### src/rtl/uart_pkg.sv
// uart_pkg: shared definitions for the UART blocks.
//   uart_state_t    - transmitter FSM state encoding
//   UART_FRAME_BITS - bits per frame (10 for 8N1, 11 with parity)
//   UART_IDLE_LEVEL - line level while idle and during stop bits
//   uart_clamp_len  - limits a requested byte count to what the word holds
// Configuration macro: UART_TX_PARITY_EN adds the PARITY state and an 11-bit frame.
package uart_pkg;

`ifdef UART_TX_PARITY_EN
    localparam int unsigned UART_FRAME_BITS = 11;

    typedef enum logic [2:0] {
        ST_IDLE,
        ST_START,
        ST_DATA,
        ST_PARITY,
        ST_STOP
    } uart_state_t;
`else
    localparam int unsigned UART_FRAME_BITS = 10;

    typedef enum logic [2:0] {
        ST_IDLE,
        ST_START,
        ST_DATA,
        ST_STOP
    } uart_state_t;
`endif

    localparam logic UART_IDLE_LEVEL = 1'b1;

    // len is "bytes minus one"; anything beyond the word is clamped to the last byte.
    function automatic int unsigned uart_clamp_len(input int unsigned len,
                                                   input int unsigned nbytes);
        return (len > nbytes - 1) ? nbytes - 1 : len;
    endfunction

endpackage

### src/rtl/uart_baud_gen.sv
// uart_baud_gen: bit-period counter, CLK_DIV clk cycles per serial bit.
// Ports:
//   clk      - system clock
//   reset    - asynchronous active-high reset
//   restart  - holds the counter at 0 (bit period starts on release)
//   bit_tick - high on the last clk cycle of each bit period
module uart_baud_gen #(
    parameter int unsigned CLK_DIV = 16
) (
    input  logic clk,
    input  logic reset,
    input  logic restart,
    output logic bit_tick
);

    localparam int unsigned CNT_W = $clog2(CLK_DIV);

    logic [CNT_W-1:0] cnt;

    assign bit_tick = (cnt == CNT_W'(CLK_DIV - 1));

    always_ff @(posedge clk or posedge reset) begin
        if (reset) begin
            cnt <= '0;
        end else if (restart || bit_tick) begin
            cnt <= '0;
        end else begin
            cnt <= cnt + 1'b1;
        end
    end

endmodule

### src/rtl/uart_tx_multibyte.sv
// uart_tx_multibyte: sends 1..NBYTES bytes of a DATA_W-bit word as back-to-back
// 8N1 frames, byte 0 (LSBs) first, LSB of each byte first.
// Ports:
//   clk        - system clock
//   reset      - asynchronous active-high reset (aborts any transfer, line high)
//   wr_en      - write strobe, accepted only while ready=1
//   wr_data    - word to send, captured at acceptance
//   len        - bytes to send minus one (clamped to NBYTES-1)
//   parity_odd - (UART_TX_PARITY_EN only) odd parity select, captured at acceptance
//   serial_out - UART line, idle high
//   ready/busy - registered handshake, busy = ~ready
//   done       - one-cycle pulse after the final stop bit
//   wr_err     - one-cycle pulse for a write dropped while busy
// Configuration macro: UART_TX_PARITY_EN inserts a parity bit after the data bits.
module uart_tx_multibyte
    import uart_pkg::*;
#(
    parameter int unsigned DATA_W  = 32,
    parameter int unsigned CLK_DIV = 16,
    parameter int unsigned LEN_W   = (DATA_W / 8 > 1) ? $clog2(DATA_W / 8) : 1
) (
    input  logic              clk,
    input  logic              reset,
    input  logic              wr_en,
    input  logic [DATA_W-1:0] wr_data,
    input  logic [LEN_W-1:0]  len,
`ifdef UART_TX_PARITY_EN
    input  logic              parity_odd,
`endif
    output logic              serial_out,
    output logic              ready,
    output logic              busy,
    output logic              done,
    output logic              wr_err
);

    localparam int unsigned NBYTES = DATA_W / 8;

    uart_state_t       state;
    logic [DATA_W-1:0] hold;
    logic [LEN_W-1:0]  bytes_left;
    logic [2:0]        bit_idx;
    logic [2:0]        bit_nxt;
    logic [7:0]        cur_byte;
    logic              bit_tick;
    logic              restart;
`ifdef UART_TX_PARITY_EN
    logic              parity_odd_q;
`endif

    // Counter is held at zero while idle so the start bit gets a full period
    // from the accepting edge; in other states it wraps on every bit boundary.
    assign restart  = (state == ST_IDLE);
    assign cur_byte = hold[7:0];
    assign bit_nxt  = bit_idx + 3'd1;

    uart_baud_gen #(
        .CLK_DIV (CLK_DIV)
    ) u_baud (
        .clk      (clk),
        .reset    (reset),
        .restart  (restart),
        .bit_tick (bit_tick)
    );

    // serial_out is registered and loaded with the level of the bit being
    // entered, so it changes on the same edge as the state.
    always_ff @(posedge clk or posedge reset) begin
        if (reset) begin
            state      <= ST_IDLE;
            hold       <= '0;
            bytes_left <= '0;
            bit_idx    <= '0;
            serial_out <= UART_IDLE_LEVEL;
            ready      <= 1'b1;
            busy       <= 1'b0;
            done       <= 1'b0;
            wr_err     <= 1'b0;
`ifdef UART_TX_PARITY_EN
            parity_odd_q <= 1'b0;
`endif
        end else begin
            done   <= 1'b0;
            wr_err <= 1'b0;

            if (state != ST_IDLE && wr_en) begin
                wr_err <= 1'b1;
            end

            case (state)
                ST_IDLE: begin
                    if (wr_en) begin
                        hold       <= wr_data;
                        bytes_left <= LEN_W'(uart_clamp_len(32'(len), NBYTES));
`ifdef UART_TX_PARITY_EN
                        parity_odd_q <= parity_odd;
`endif
                        state      <= ST_START;
                        serial_out <= 1'b0;
                        ready      <= 1'b0;
                        busy       <= 1'b1;
                    end
                end

                ST_START: begin
                    if (bit_tick) begin
                        state      <= ST_DATA;
                        bit_idx    <= '0;
                        serial_out <= cur_byte[0];
                    end
                end

                ST_DATA: begin
                    if (bit_tick) begin
                        if (bit_idx == 3'd7) begin
`ifdef UART_TX_PARITY_EN
                            state      <= ST_PARITY;
                            serial_out <= (^cur_byte) ^ parity_odd_q;
`else
                            state      <= ST_STOP;
                            serial_out <= UART_IDLE_LEVEL;
`endif
                        end else begin
                            bit_idx    <= bit_nxt;
                            serial_out <= cur_byte[bit_nxt];
                        end
                    end
                end

`ifdef UART_TX_PARITY_EN
                ST_PARITY: begin
                    if (bit_tick) begin
                        state      <= ST_STOP;
                        serial_out <= UART_IDLE_LEVEL;
                    end
                end
`endif

                ST_STOP: begin
                    if (bit_tick) begin
                        if (bytes_left != '0) begin
                            // Next frame starts immediately: no idle gap.
                            bytes_left <= bytes_left - 1'b1;
                            hold       <= hold >> 8;
                            state      <= ST_START;
                            serial_out <= 1'b0;
                        end else begin
                            state      <= ST_IDLE;
                            serial_out <= UART_IDLE_LEVEL;
                            ready      <= 1'b1;
                            busy       <= 1'b0;
                            done       <= 1'b1;
                        end
                    end
                end

                default: begin
                    state      <= ST_IDLE;
                    serial_out <= UART_IDLE_LEVEL;
                    ready      <= 1'b1;
                    busy       <= 1'b0;
                end
            endcase
        end
    end

endmodule
### config.mk
export PLATFORM = sky130hd
export DESIGN_NAME = uart_tx_multibyte
export DESIGN_NICKNAME = d
export VERILOG_FILES = /design/src/rtl/uart_pkg.sv /design/src/rtl/uart_baud_gen.sv /design/src/rtl/uart_tx_multibyte.sv
export SDC_FILE = /design/constraint.sdc
export NUM_CORES = 1
export LEC_CHECK = 0
export CAP_MARGIN = 15
export CORE_MARGIN = 3
export CORE_UTILIZATION = 52
export DETAILED_ROUTE_END_ITERATION = 8
export PLACE_DENSITY_LB_ADDON = 0.1
export SKIP_LAST_GASP = 1
export SLEW_MARGIN = 25
export SYNTH_ARGS = -nofsm -noshare
export SYNTH_HDL_FRONTEND = slang
export SYNTH_HIERARCHICAL = 1
export SYNTH_SLANG_ARGS = --single-unit
export TNS_END_PERCENT = 50
### constraint.sdc
create_clock -name clk -period 2 [get_ports clk]
set_input_delay 0.6 -clock clk [delete_from_list [all_inputs] [get_ports clk]]
set_output_delay 0.6 -clock clk [all_outputs]
set_load 0.005 [all_outputs]
==> results.ini <==
[yosys]
ys_ff_latch=48
syn_area_um2=2320
synth-edff-count=0
synth_area_per_cell_um2=11.1
synthArstFlopShare=1.00
yosys_warnings=6
syn-num-nets=253
yosys.area.top_type_share=0.497
synth_cell_types=36
yosysTopAreaCell=dfrtp_1
yosysMostFrequentCell=dfrtp_1
synth_flop_cell=dfrtp_1
synth_area_leaders=dfrtp_1 50%, mux2i_1 11%, o21ai_0 5.8%
synth_common_cells=46 x dfrtp_1, 27 x o21ai_0, 26 x mux2i_1, 26 x nand2_1, 12 x a22o_1
synth_cells=208
yosysSeqAreaShare=0.519

[drt]
vias=1651
highest-signal-layer=met4
wl_met2_um=2310
wl_per_cell_um=14.7
routed_wirelength_um=4490
ant_nets=0
met1Wirelength_um=1970
firstDrtPassIters=4
via_per_inst=5.41
wl_met3_um=202
drc=0
drtIter0Drc=52

[placed_design]
place_congestion=0.750
io_buffers=41
hpwl_um=3160
dpl_worst_slack_ns=-0.161

[sta]
finalSetupViolCount=0
hold_ws_ns=0.484
relSlewSlack=0.766
fin_crit_ns=1.94
rsz0062_at_grt=false
skew_ns=0.00497
clock.fmax_mhz=514
hold_viol_final=0
setup_ws_ns=0.0555
finalCritPeriodShare=0.972
worstMarginPinSlew_ns=0.347
timing.final.max_slew_violations=0

[global_routing]
antenna_found_initial=0
grt_pass1_vias=1705
grt_max_degree=61
grt_pass1_wl_um=7560
gr-total-overflow=0
grt.total_usage=0.182

[floorplan]
core_area_um2=4140
chipHeight_um=72.8
num_rows=23
ioPinCount=42
die_w_um=72.8
die-area_um2=5290
initial_core_util=0.559

[status]
status=finished, final reports clean

[critical_path]
worstSetupPathType=reg -> out
path_cells=clkdlybuf4s50_1
critPathBufInv=1
cp.arrival_ns=1.34
critPathCaptureType=output port
slowest_delay_ns=0.55
crit_family=flip-flops
crit_required_ns=1.40
cpMaxStageDelayCell=dfstp_2
start_kind=flip-flop
path_max_fanout=2

[layout]
nNetsFinal=299
n_antenna_cell=0
utilization=0.709
drive_gt1_frac=0.106
area_growth_pct=26.8

[clocking]
cts_tree=built
cts_buffers=5
cts_sinks=48
postCtsSetupBuffers=0
clk_path_buf_depth=2
cts_hold_buf=0
root_buffer=clkbuf_8
cts_resized=0
htree_levels=2
clk_pin_slew_ns=0.09
clkLatencyLatePin_ns=0.30

[min_path]
hold_path_class=reg -> reg

[job]
max_cap_viol_count=0

[pwr]
powerDensity_nw_per_um2=1440
power_leakage_uw=0.00136
irDropWorstVdd_v=0.000729

placed cells by master, fill, tap and decap left out, drive strengths merged, types with 7 or more instances in the layout:
| master | n |
|---|---|
| o21ai | 28 |
| inv | 11 |
| ha | 8 |
| dfrtp | 46 |
| clkdlybuf4s50 | 41 |
| buf | 9 |
| nor2 | 7 |
| a22o | 13 |
| nand2 | 26 |
| mux2i | 26 |
worst min-delay path: stages, from the launching register on:
cell     delay, ns
dfstp_2       0.39
inv_1         0.05
mux2i_1       0.05
flip-flops by register name, indices dropped and copies added, names as in the netlist:
name	flops
bit_idx	3
busy	1
bytes_left	2
done	1
hold	32
ready	1
serial_out	1
state	2
u_baud/cnt	4
wr_err	1
per-stage QoR:
stage | TNS, ns | instances | instance area [um^2] | power, uW
6_report | 0 | 305 | 2940 | 4220
3_5_place_dp | -1.04 | 297 | 2830 | 3560
5_1_grt | 0 | 305 | 2940 | 4560
3_3_place_gp | -0.777 | 297 | 2830 | 3490
4_1_cts | 0 | 305 | 2940 | 4270
2_1_floorplan | 0 | 208 | 2320 | 2990
logic make-up after synthesis:
kind of cell / after synthesis / share of synthesized area
flops: 48 / 0.519
simple gates: 44 / 0.0864
xor+xnor: 1 / 0.00378
fa+ha+maj: 8 / 0.0432
mux: 32 / 0.154
buf+inv: 22 / 0.0410
compound gates: 53 / 0.152
worst paths after layout:
| path | slack (ns) | depth (start not counted) | to | startpoint |
|---|---|---|---|---|
| worst max-delay path | 0.06 | 1 | ready | ready |
| worst min-delay path | 0.48 | 2 | ready | ready |
| worst max register to register | 0.10 | 5 | serial_out | bit_idx[0] |
| worst min register to register | 0.48 | 2 | ready | ready |
| max in group asynchronous | 1.05 | 3 | ready | reset |
| min in group asynchronous | 0.51 | 2 | u_baud/cnt[3] | reset |
final cells by class:
| cell class | instances | area, um^2 |
|---|---|---|
| fillers | 324 | 1200 |
| inverters | 11 | 41.3 |
| well taps | 50 | 62.6 |
| multi-input cells | 138 | 1020 |
| flip-flops and latches | 48 | 1200 |
| clock buffers | 6 | 72.6 |
| repair buffers | 50 | 503 |
| clock inverters | 2 | 35.0 |
layer usage:
| layer | global-route usage | vias to the layer above |
|---|---|---|
| met5 | 0 | - |
| met4 | 0.0307 | 0 |
| met3 | 0.0482 | 2 |
| met2 | 0.327 | 32 |
| met1 | 0.224 | 784 |
| li1 | - | 833 |
power breakdown:
| part | total [uW] | internal, uW | switching (uW) |
|---|---|---|---|
| clock network | 688 | 371 | 317 |
| logic | 1870 | 965 | 902 |
| registers | 1670 | 1410 | 263 |
| total | 4220 | 2740 | 1480 |
(Power assumes the default switching activity.)
